<file path="src/rtl/box_mover_if.sv">
// Pixel-write port toward the VGA adapter: one pixel per cycle when plot is high.
// Latency: purely combinational bundle, no storage.
// Backpressure: none; the adapter must accept a pixel on every cycle plot is high.
interface box_mover_if;
   logic [7:0] x_out;
   logic [6:0] y_out;
   logic [2:0] colour_out;
   logic       plot;

   modport master (output x_out, output y_out, output colour_out, output plot);
   modport slave  (input  x_out, input  y_out, input  colour_out, input  plot);
endinterface

</file>
<file path="src/rtl/box_mover.sv">
// Animates one BOX_SIZE square along a row: erase, step one column, redraw (BOX_MOVER_WRAP_EN: wrap instead of bounce).
// Latency: move edge seen in WAIT -> first erase pixel next cycle; back in WAIT 34 cycles after that edge.
// Backpressure: none; move edges outside WAIT are dropped, a stop is held pending until the block is fully redrawn.
module box_mover #(
   parameter int         BOX_SIZE = 4,
   parameter int         SCREEN_W = 160,
   parameter logic [2:0] COLOUR   = 3'b111
) (
   input  logic        clk,
   input  logic        reset,
   input  logic        move_tick,
   input  logic        stop,
   input  logic        restart,
   input  logic [6:0]  row_y,
   box_mover_if.master pix,
   output logic        busy,
   output logic        locked,
   output logic [7:0]  box_x
);
   // Rightmost legal left column of the block.
   localparam logic [7:0] X_MAX = 8'(SCREEN_W - BOX_SIZE);

   typedef enum logic [2:0] {
      S_INIT, S_DRAW, S_WAIT, S_ERASE, S_UPDATE, S_STOPPED
   } state_t;

   state_t     state, state_nxt;
   logic [3:0] cnt, cnt_nxt;          // pixel index inside the block: dx = cnt[1:0], dy = cnt[3:2]
   logic [7:0] x_q, x_nxt;
   logic       dir_left, dir_left_nxt;
   logic       stop_pend, stop_pend_nxt;
   logic       locked_q, locked_nxt;
   logic       tick_d;
   logic       tick_edge;

   // The frame counter strobe is a level; only its rising edge requests a move.
   assign tick_edge = move_tick & ~tick_d;
   assign box_x     = x_q;
   assign locked    = locked_q;

   // State and datapath registers.
   always_ff @(posedge clk or posedge reset) begin
      if (reset) begin
         state     <= S_INIT;
         cnt       <= 4'd0;
         x_q       <= 8'd0;
         dir_left  <= 1'b0;
         stop_pend <= 1'b0;
         locked_q  <= 1'b0;
         tick_d    <= 1'b0;
      end else begin
         state     <= state_nxt;
         cnt       <= cnt_nxt;
         x_q       <= x_nxt;
         dir_left  <= dir_left_nxt;
         stop_pend <= stop_pend_nxt;
         locked_q  <= locked_nxt;
         tick_d    <= move_tick;
      end
   end

   // Next-state decode, pixel port drive and block stepping.
   always_comb begin
      state_nxt      = state;
      cnt_nxt        = cnt;
      x_nxt          = x_q;
      dir_left_nxt   = dir_left;
      stop_pend_nxt  = stop_pend;
      locked_nxt     = 1'b0;
      busy           = 1'b0;
      pix.plot       = 1'b0;
      pix.x_out      = 8'd0;
      pix.y_out      = 7'd0;
      pix.colour_out = 3'b000;

      case (state)
         S_INIT: state_nxt = S_DRAW;

         // Erase and draw walk the same 16 pixels; only the colour and exit differ.
         S_DRAW, S_ERASE: begin
            busy           = 1'b1;
            pix.plot       = 1'b1;
            pix.x_out      = x_q + {6'd0, cnt[1:0]};
            pix.y_out      = row_y + {5'd0, cnt[3:2]};
            pix.colour_out = (state == S_DRAW) ? COLOUR : 3'b000;
            cnt_nxt        = cnt + 4'd1;
            if (stop) stop_pend_nxt = 1'b1;
            if (cnt == 4'd15) state_nxt = (state == S_DRAW) ? S_WAIT : S_UPDATE;
         end

         S_UPDATE: begin
            busy      = 1'b1;
            state_nxt = S_DRAW;
            if (stop) stop_pend_nxt = 1'b1;
`ifdef BOX_MOVER_WRAP_EN
            dir_left_nxt = 1'b0;
            x_nxt        = (x_q == X_MAX) ? 8'd0 : x_q + 8'd1;
`else
            if (!dir_left) begin
               if (x_q == X_MAX) begin
                  dir_left_nxt = 1'b1;
                  x_nxt        = X_MAX - 8'd1;
               end else begin
                  x_nxt = x_q + 8'd1;
               end
            end else begin
               if (x_q == 8'd0) begin
                  dir_left_nxt = 1'b0;
                  x_nxt        = 8'd1;
               end else begin
                  x_nxt = x_q - 8'd1;
               end
            end
`endif
         end

         // Stop wins over a simultaneous move edge.
         S_WAIT: begin
            if (stop || stop_pend) begin
               state_nxt     = S_STOPPED;
               stop_pend_nxt = 1'b0;
               locked_nxt    = 1'b1;
            end else if (tick_edge) begin
               state_nxt = S_ERASE;
            end
         end

         // Block stays on screen; only restart leaves, starting a fresh block at column 0.
         S_STOPPED: begin
            if (restart) begin
               x_nxt        = 8'd0;
               dir_left_nxt = 1'b0;
               state_nxt    = S_DRAW;
            end
         end

         default: state_nxt = S_INIT;
      endcase
   end
endmodule

</file>
<file path="src/flat_wrapper.sv">
// flat-port wrapper written by rule: the top's interface ports become plain ports
module box_mover_flat 
#(
   parameter int         BOX_SIZE = 4,
   parameter int         SCREEN_W = 160,
   parameter logic [2:0] COLOUR   = 3'b111
)
  (clk, reset, move_tick, stop, restart, row_y, busy, locked, box_x, pix_x_out, pix_y_out, pix_colour_out, pix_plot);
  box_mover_if pix_i ();
  input  logic clk;
  input  logic reset;
  input  logic move_tick;
  input  logic stop;
  input  logic restart;
  input  logic [6:0] row_y;
  output logic busy;
  output logic locked;
  output logic [7:0] box_x;
  output wire logic [$bits(pix_i.x_out)-1:0] pix_x_out;
  output wire logic [$bits(pix_i.y_out)-1:0] pix_y_out;
  output wire logic [$bits(pix_i.colour_out)-1:0] pix_colour_out;
  output wire logic [$bits(pix_i.plot)-1:0] pix_plot;
  assign pix_x_out = pix_i.x_out;
  assign pix_y_out = pix_i.y_out;
  assign pix_colour_out = pix_i.colour_out;
  assign pix_plot = pix_i.plot;
  box_mover #(.BOX_SIZE(BOX_SIZE), .SCREEN_W(SCREEN_W), .COLOUR(COLOUR)) u_core (.clk(clk), .reset(reset), .move_tick(move_tick), .stop(stop), .restart(restart), .row_y(row_y), .pix(pix_i), .busy(busy), .locked(locked), .box_x(box_x));
endmodule
</file>
<file path="config.mk">
export PLATFORM = sky130hd
export DESIGN_NAME = box_mover_flat
export DESIGN_NICKNAME = d
export VERILOG_FILES = /design/src/rtl/box_mover_if.sv /design/src/rtl/box_mover.sv /design/src/flat_wrapper.sv
export SDC_FILE = /design/constraint.sdc
export NUM_CORES = 1
export LEC_CHECK = 0
export BUFFER_PORTS_ARGS = -buffer_cell sky130_fd_sc_hd__buf_2
export CAP_MARGIN = 20
export CORE_UTILIZATION = 35
export DETAILED_ROUTE_END_ITERATION = 6
export SYNTH_ARGS = -nofsm -noshare
export SYNTH_HDL_FRONTEND = slang
export SYNTH_SLANG_ARGS = --single-unit
</file>
<file path="constraint.sdc">
create_clock -name clk -period 2.8 [get_ports clk]
set_clock_uncertainty 0.2 [all_clocks]
set_input_delay 0.14 -clock clk [delete_from_list [all_inputs] [get_ports clk]]
set_output_delay 0.14 -clock clk [all_outputs]
set_load 0.005 [all_outputs]
</file>
# Word-level counts from Yosys, hierarchy flattened
# Index checks and enable logic that the tools add are counted.
# word_totals
reg_bits,19
latch_bits,0
ramBits,0
romBits,0
inputBits,12
out_inout_bits,29
memories,0
# op_classes
add_sub_neg,5
n_mul,0
div_mod_pow,0
magnitude_cmp,0
eq_ne,12
shifts,0
n_mux,27
bitwise_logic,2
n_reduce_logical,11
# op_table
op,count
$mux 8,5
$mux 3,7
$pmux 8 s2,1
$pmux 3 s4,1
$mux 1,10
$add 8x1->8 const B,1
$add 8x2->8,1
$eq 8x8->1 const B,1
$logic_not 8->1,1
$sub 8x1->8 const B,1
$add 7x2->7,1
$mux 7,1
$eq 3x2->1 const B,2
$eq 3x3->1 const B,2
$ne 2x1->1 const B,3
$reduce_and 3->1,2
$add 4x1->4 const B,1
$eq 4x4->1 const B,1
$pmux 1 s2,2
$reduce_bool 2->1,2
$reduce_or 2->1,2
$eq 3x1->1 const B,1
$logic_not 3->1,1
$ne 3x1->1 const B,1
6 further kinds,6

# Logic depth before layout (Yosys ltp)
# logic_depth
word_depth,5
depth_mapped,7
mapped_depth_nobuf,7

# Worst setup path after synthesis
# Ideal clock, no wire load.
# synth_path
path_type,flip-flop to flip-flop
start,"register u_core.x_q[1], in the netlist u_core.box_x[1]"
end,"register u_core.x_q[3], in the netlist u_core.box_x[3]"
setup_time_ps,133
arrival_time_ps,1993
required_ps,2467
path_slack_ps,475
stages_incl_launch_ff,8
path_buffers,1
period_less_slack_ps,2325
cell_sequence,dfrtp_1 clkbuf_1 inv_1 ha_1 or3b_2 or4_4 a21oi_2 a211oi_1
# synth_between
elab_chain_cells,4
word_cells_on_any_way,8
cone_classes,add/sub (2); eq/ne (1); mux (4); reduce/logical (1)
# synth_lines
element,line,source
from (decl),box_mover.sv:29,"logic [7:0] x_q, x_nxt;"
from (signal assigned),box_mover.sv:54,x_q <= x_nxt;
$add 8x1->8 (tied with other cells),box_mover.sv:104,x_nxt = x_q + 8'd1;
$mux 8 (on tied branches),"box_mover.sv:100, box_mover.sv:107",
$mux 8 *,box_mover.sv:99,if (!dir_left) begin
$pmux 8 s2 *,box_mover.sv:76,case (state)
# Mark *: on every way between the ends. The rest lies on a longest branch, timed or not.
# A chain may end at the register's enable or synchronous reset.

# Final worst setup path
# layout_path
start,register u_core.cnt[2]
end,output pix_y_out[6]
# layout_between
elab_chain_cells,2
# layout_lines
element,line,source
from (decl),box_mover.sv:28,"logic [3:0] cnt, cnt_nxt;"
from (signal assigned),box_mover.sv:53,cnt <= cnt_nxt;
$add 7x2->7,box_mover.sv:84,"pix.y_out = row_y + {5'd0, cnt[3:2]};"
$mux 7,box_mover.sv:76,
to (decl),flat_wrapper.sv:20,output wire logic [$bits(pix_i.y_out)-1:0] pix_y_out;
# No other way between the ends.

==> impl_metrics.ini <==
[run]
max_cap_violations = 0

[floorplanning]
initial_core_util_pct = 36.3
pin_count = 41
dieArea_um2 = 5140
die_h_um = 71.7
rows = 25
core_area_um2 = 4690
fp.dieW_um = 71.7

[placed_design]
gp_congestion = 0.817
place_hpwl_um = 3080
port_buffers = 40
postPlaceCellArea_um2 = 1930

[synthesis]
ys_ff_latch = 19
synth_area_um2 = 1700
ys_seq_area_share_pct = 27.9
yosysTopAreaCell = dfrtp_1
synth_top_area_share_pct = 27.9
syn-num-nets = 225
yosysWarnings = 0
synth_ff_type = dfrtp_1
synth_async_sr_flop_share_pct = 100
synth_cell_types = 52
synth_cells = 203
synth.avg_cell_area_um2 = 8.38
synth-edff-count = 0
synth.area.top_cells = dfrtp_1 (28%), ha_1 (5.9%), xor2_1 (5.1%)

[detailed_routing]
route.vias.total = 1611
routed_wl_um = 4240
drtIter0Drc = 61
drt-wirelength-per-cell_um = 14.4
drc = 0
dr.pass1.iters = 4
via_per_inst = 5.48
ant_nets = 0

[power_and_ir_drop]
seqPwrFrac_pct = 28.6
total_power_w = 0.00196
netSwitchingFraction_pct = 47.0
power_leakage_nw = 0.916
clockPowerShare_pct = 10.4
pwr_density_cell_nw_per_um2 = 974
p_sw_w = 0.000920
ir_drop_mv = 0.370
power_frac_comb_pct = 61.0
internal-power_w = 0.00104

[critical_path]
timing.rr.end = u_core.box_x[3]
crit_end = pix_y_out[6]
reg2reg_depth = 4
crit_type = flip-flop to output port
crit_path_end_kind = output port
crit_fanout = 4
cp_data_arrival_time_ns = 2.00
r2r-start = u_core.box_x[3]
cp.required_ns = 2.46
crit_path_start_kind = flip-flop
crit_start = u_core.cnt[2]
r2r_setup_slack_ns = 0.61

[global_route]
antenna_found_initial = 0
grt_pass1_wl_um = 7070
grt_usage_pct = 17.4
overflow = 0
grt_max_degree = 20
first_global_vias = 1430

[timing]
worst_slew_pin_slew_ns = 0.795
report.final.slew_viol_count = 0
rsz0062_at_grt = false
max_freq_ghz = 0.427
setup_viol = 0
fin_crit_ns = 2.34
worst_slew_margin_rel_pct = 46.9
hold_violations = 0
finalSetupTns_ns = 0
fin_crit_sh_pct = 83.7

[cts]
cts.repair.resized = 0
postCtsSetupRepairBufs = 0
clkLatencyLatePin_ns = 0.26
cts_buffers = 3
holdBufCountCts = 3
h-tree-depth = 1
clockRootBuffer = clkbuf_8
cts_buffer_depth = 2
clkTransAtPathRegs_ns = 0.08
cts_tree = yes
clock_sinks = 19

[worst_hold_path]
holdCritPathClass = input port to flip-flop

[layout]
areaGrowthSynthToFinish_pct = 18.0
area.sequential_um2 = 475
fin_nets = 263
multi_input_area_um2 = 1120
drive_gt1_share_pct = 25.0
final_area_um2 = 2010
fillers = 499
n_antenna_cell = 0

[run_status]
outcome = finished, final reports clean
worst min path at each step:
stage,from,endpoint,slack [ns],depth (start not counted)
2_1_floorplan,reset,u_core.box_x[0],-0.11,1
3_3_place_gp,move_tick,u_core.tick_d,0.09,1
3_5_place_dp,move_tick,u_core.tick_d,0.10,1
4_1_cts,restart,u_core.dir_left,0.07,4
5_1_grt,restart,u_core.dir_left,0.11,4
6_report,restart,u_core.dir_left,0.08,4
area by class of cell:
cell class	instances	share of cell area, %
Inverter	11	2.06
Sequential cell	19	23.7
Multi-Input combinational cell	159	55.6
Clock buffer	3	2.06
Clock inverter	1	0.249
Timing Repair Buffer	47	13.0
Tap cell	54	3.36
metal layers:
metal / part of all wire [%] / track usage, % / up-vias
met5: 0 / 0 / -
met4: 0.26 / 1.31 / 0
met3: 4.3 / 3.52 / 2
met2: 48 / 28.9 / 36
met1: 47 / 24.3 / 761
li1: - / - / 812
per-stage QoR:
step | setup slack, ns | util, % | hold WS, ns | std cells
2_1_floorplan | 0.475 | - | -0.109 | 203
3_3_place_gp | 0.661 | 41.2 | 0.0927 | 287
3_5_place_dp | 0.640 | 41.2 | 0.102 | 287
4_1_cts | 0.417 | 42.8 | 0.0669 | 294
5_1_grt | 0.295 | 42.8 | 0.108 | 294
6_report | 0.456 | 42.8 | 0.0802 | 294
synthesized netlist by cell type, drive strengths merged, types with 3 or more instances:
master  count
nor2       19
nand2      21
a21o        3
a22o        3
o22ai       3
o21ai       7
inv         9
ha          8
nand2b      4
and2        3
xor2       10
nor3        4
nand3       7
or3b        4
dfrtp      19
clkbuf      7
xnor2       3
a21oi      11
nor4b       3
nor2b       5
nand4       8
nor4        3
o211ai      3
buf         7
sequential cells by signal, indices dropped and copies added (netlist names):
signal,count
u_core.box_x,8
u_core.cnt,4
u_core.dir_left,1
u_core.locked,1
u_core.state,3
u_core.stop_pend,1
u_core.tick_d,1
placed cells by master (no fill, tap or decap), types with 3 or more instances in the layout:
| cell type | count |
|---|---|
| a21o_1 | 3 |
| a21oi_1 | 10 |
| a22o_1 | 3 |
| and2_1 | 3 |
| buf_2 | 40 |
| buf_4 | 4 |
| clkbuf_8 | 3 |
| dfrtp_1 | 19 |
| dlygate4sd3_1 | 3 |
| ha_1 | 8 |
| inv_1 | 9 |
| nand2_1 | 20 |
| nand2b_1 | 4 |
| nand3_1 | 7 |
| nand4_1 | 8 |
| nor2_1 | 19 |
| nor2b_1 | 5 |
| nor3_1 | 4 |
| nor4_1 | 3 |
| o211ai_1 | 3 |
| o21ai_0 | 7 |
| o22ai_1 | 3 |
| or3b_2 | 3 |
| xnor2_1 | 3 |
| xor2_1 | 10 |
cell families (layout without fill, tap and decap cells):
group           after synthesis  count (layout)  share of synthesized area [%]
simple gates                 91              91                           31.0
compound gates               43              43                           18.5
buf+inv                      25              62                           6.40
flops                        19              19                           27.9
xor+xnor                     13              13                           6.69
fa+ha+maj                    10              10                           8.24
mux                           2               2                           1.25
critical path: stages (launching register included):
cell and delay (ns):
dfrtp_1 0.41, ha_1 0.19, inv_1 0.06, fa_1 0.40, nor2b_1 0.20, nand4_1 0.14, xor2_1 0.16, nor2_1 0.08
buf_2 0.11
power groups by stage:
stage / Clock [W] / Combinational, W / Sequential (W)
floorplan: 0 / 0.000893 / 0.000474
global placement: 0 / 0.00119 / 0.000560
detailed placement: 0 / 0.00120 / 0.000562
CTS: 0.000210 / 0.00121 / 0.000556
global route: 0.000220 / 0.00134 / 0.000588
finish: 0.000203 / 0.00119 / 0.000559
Power figures use the tool's default switching activity.
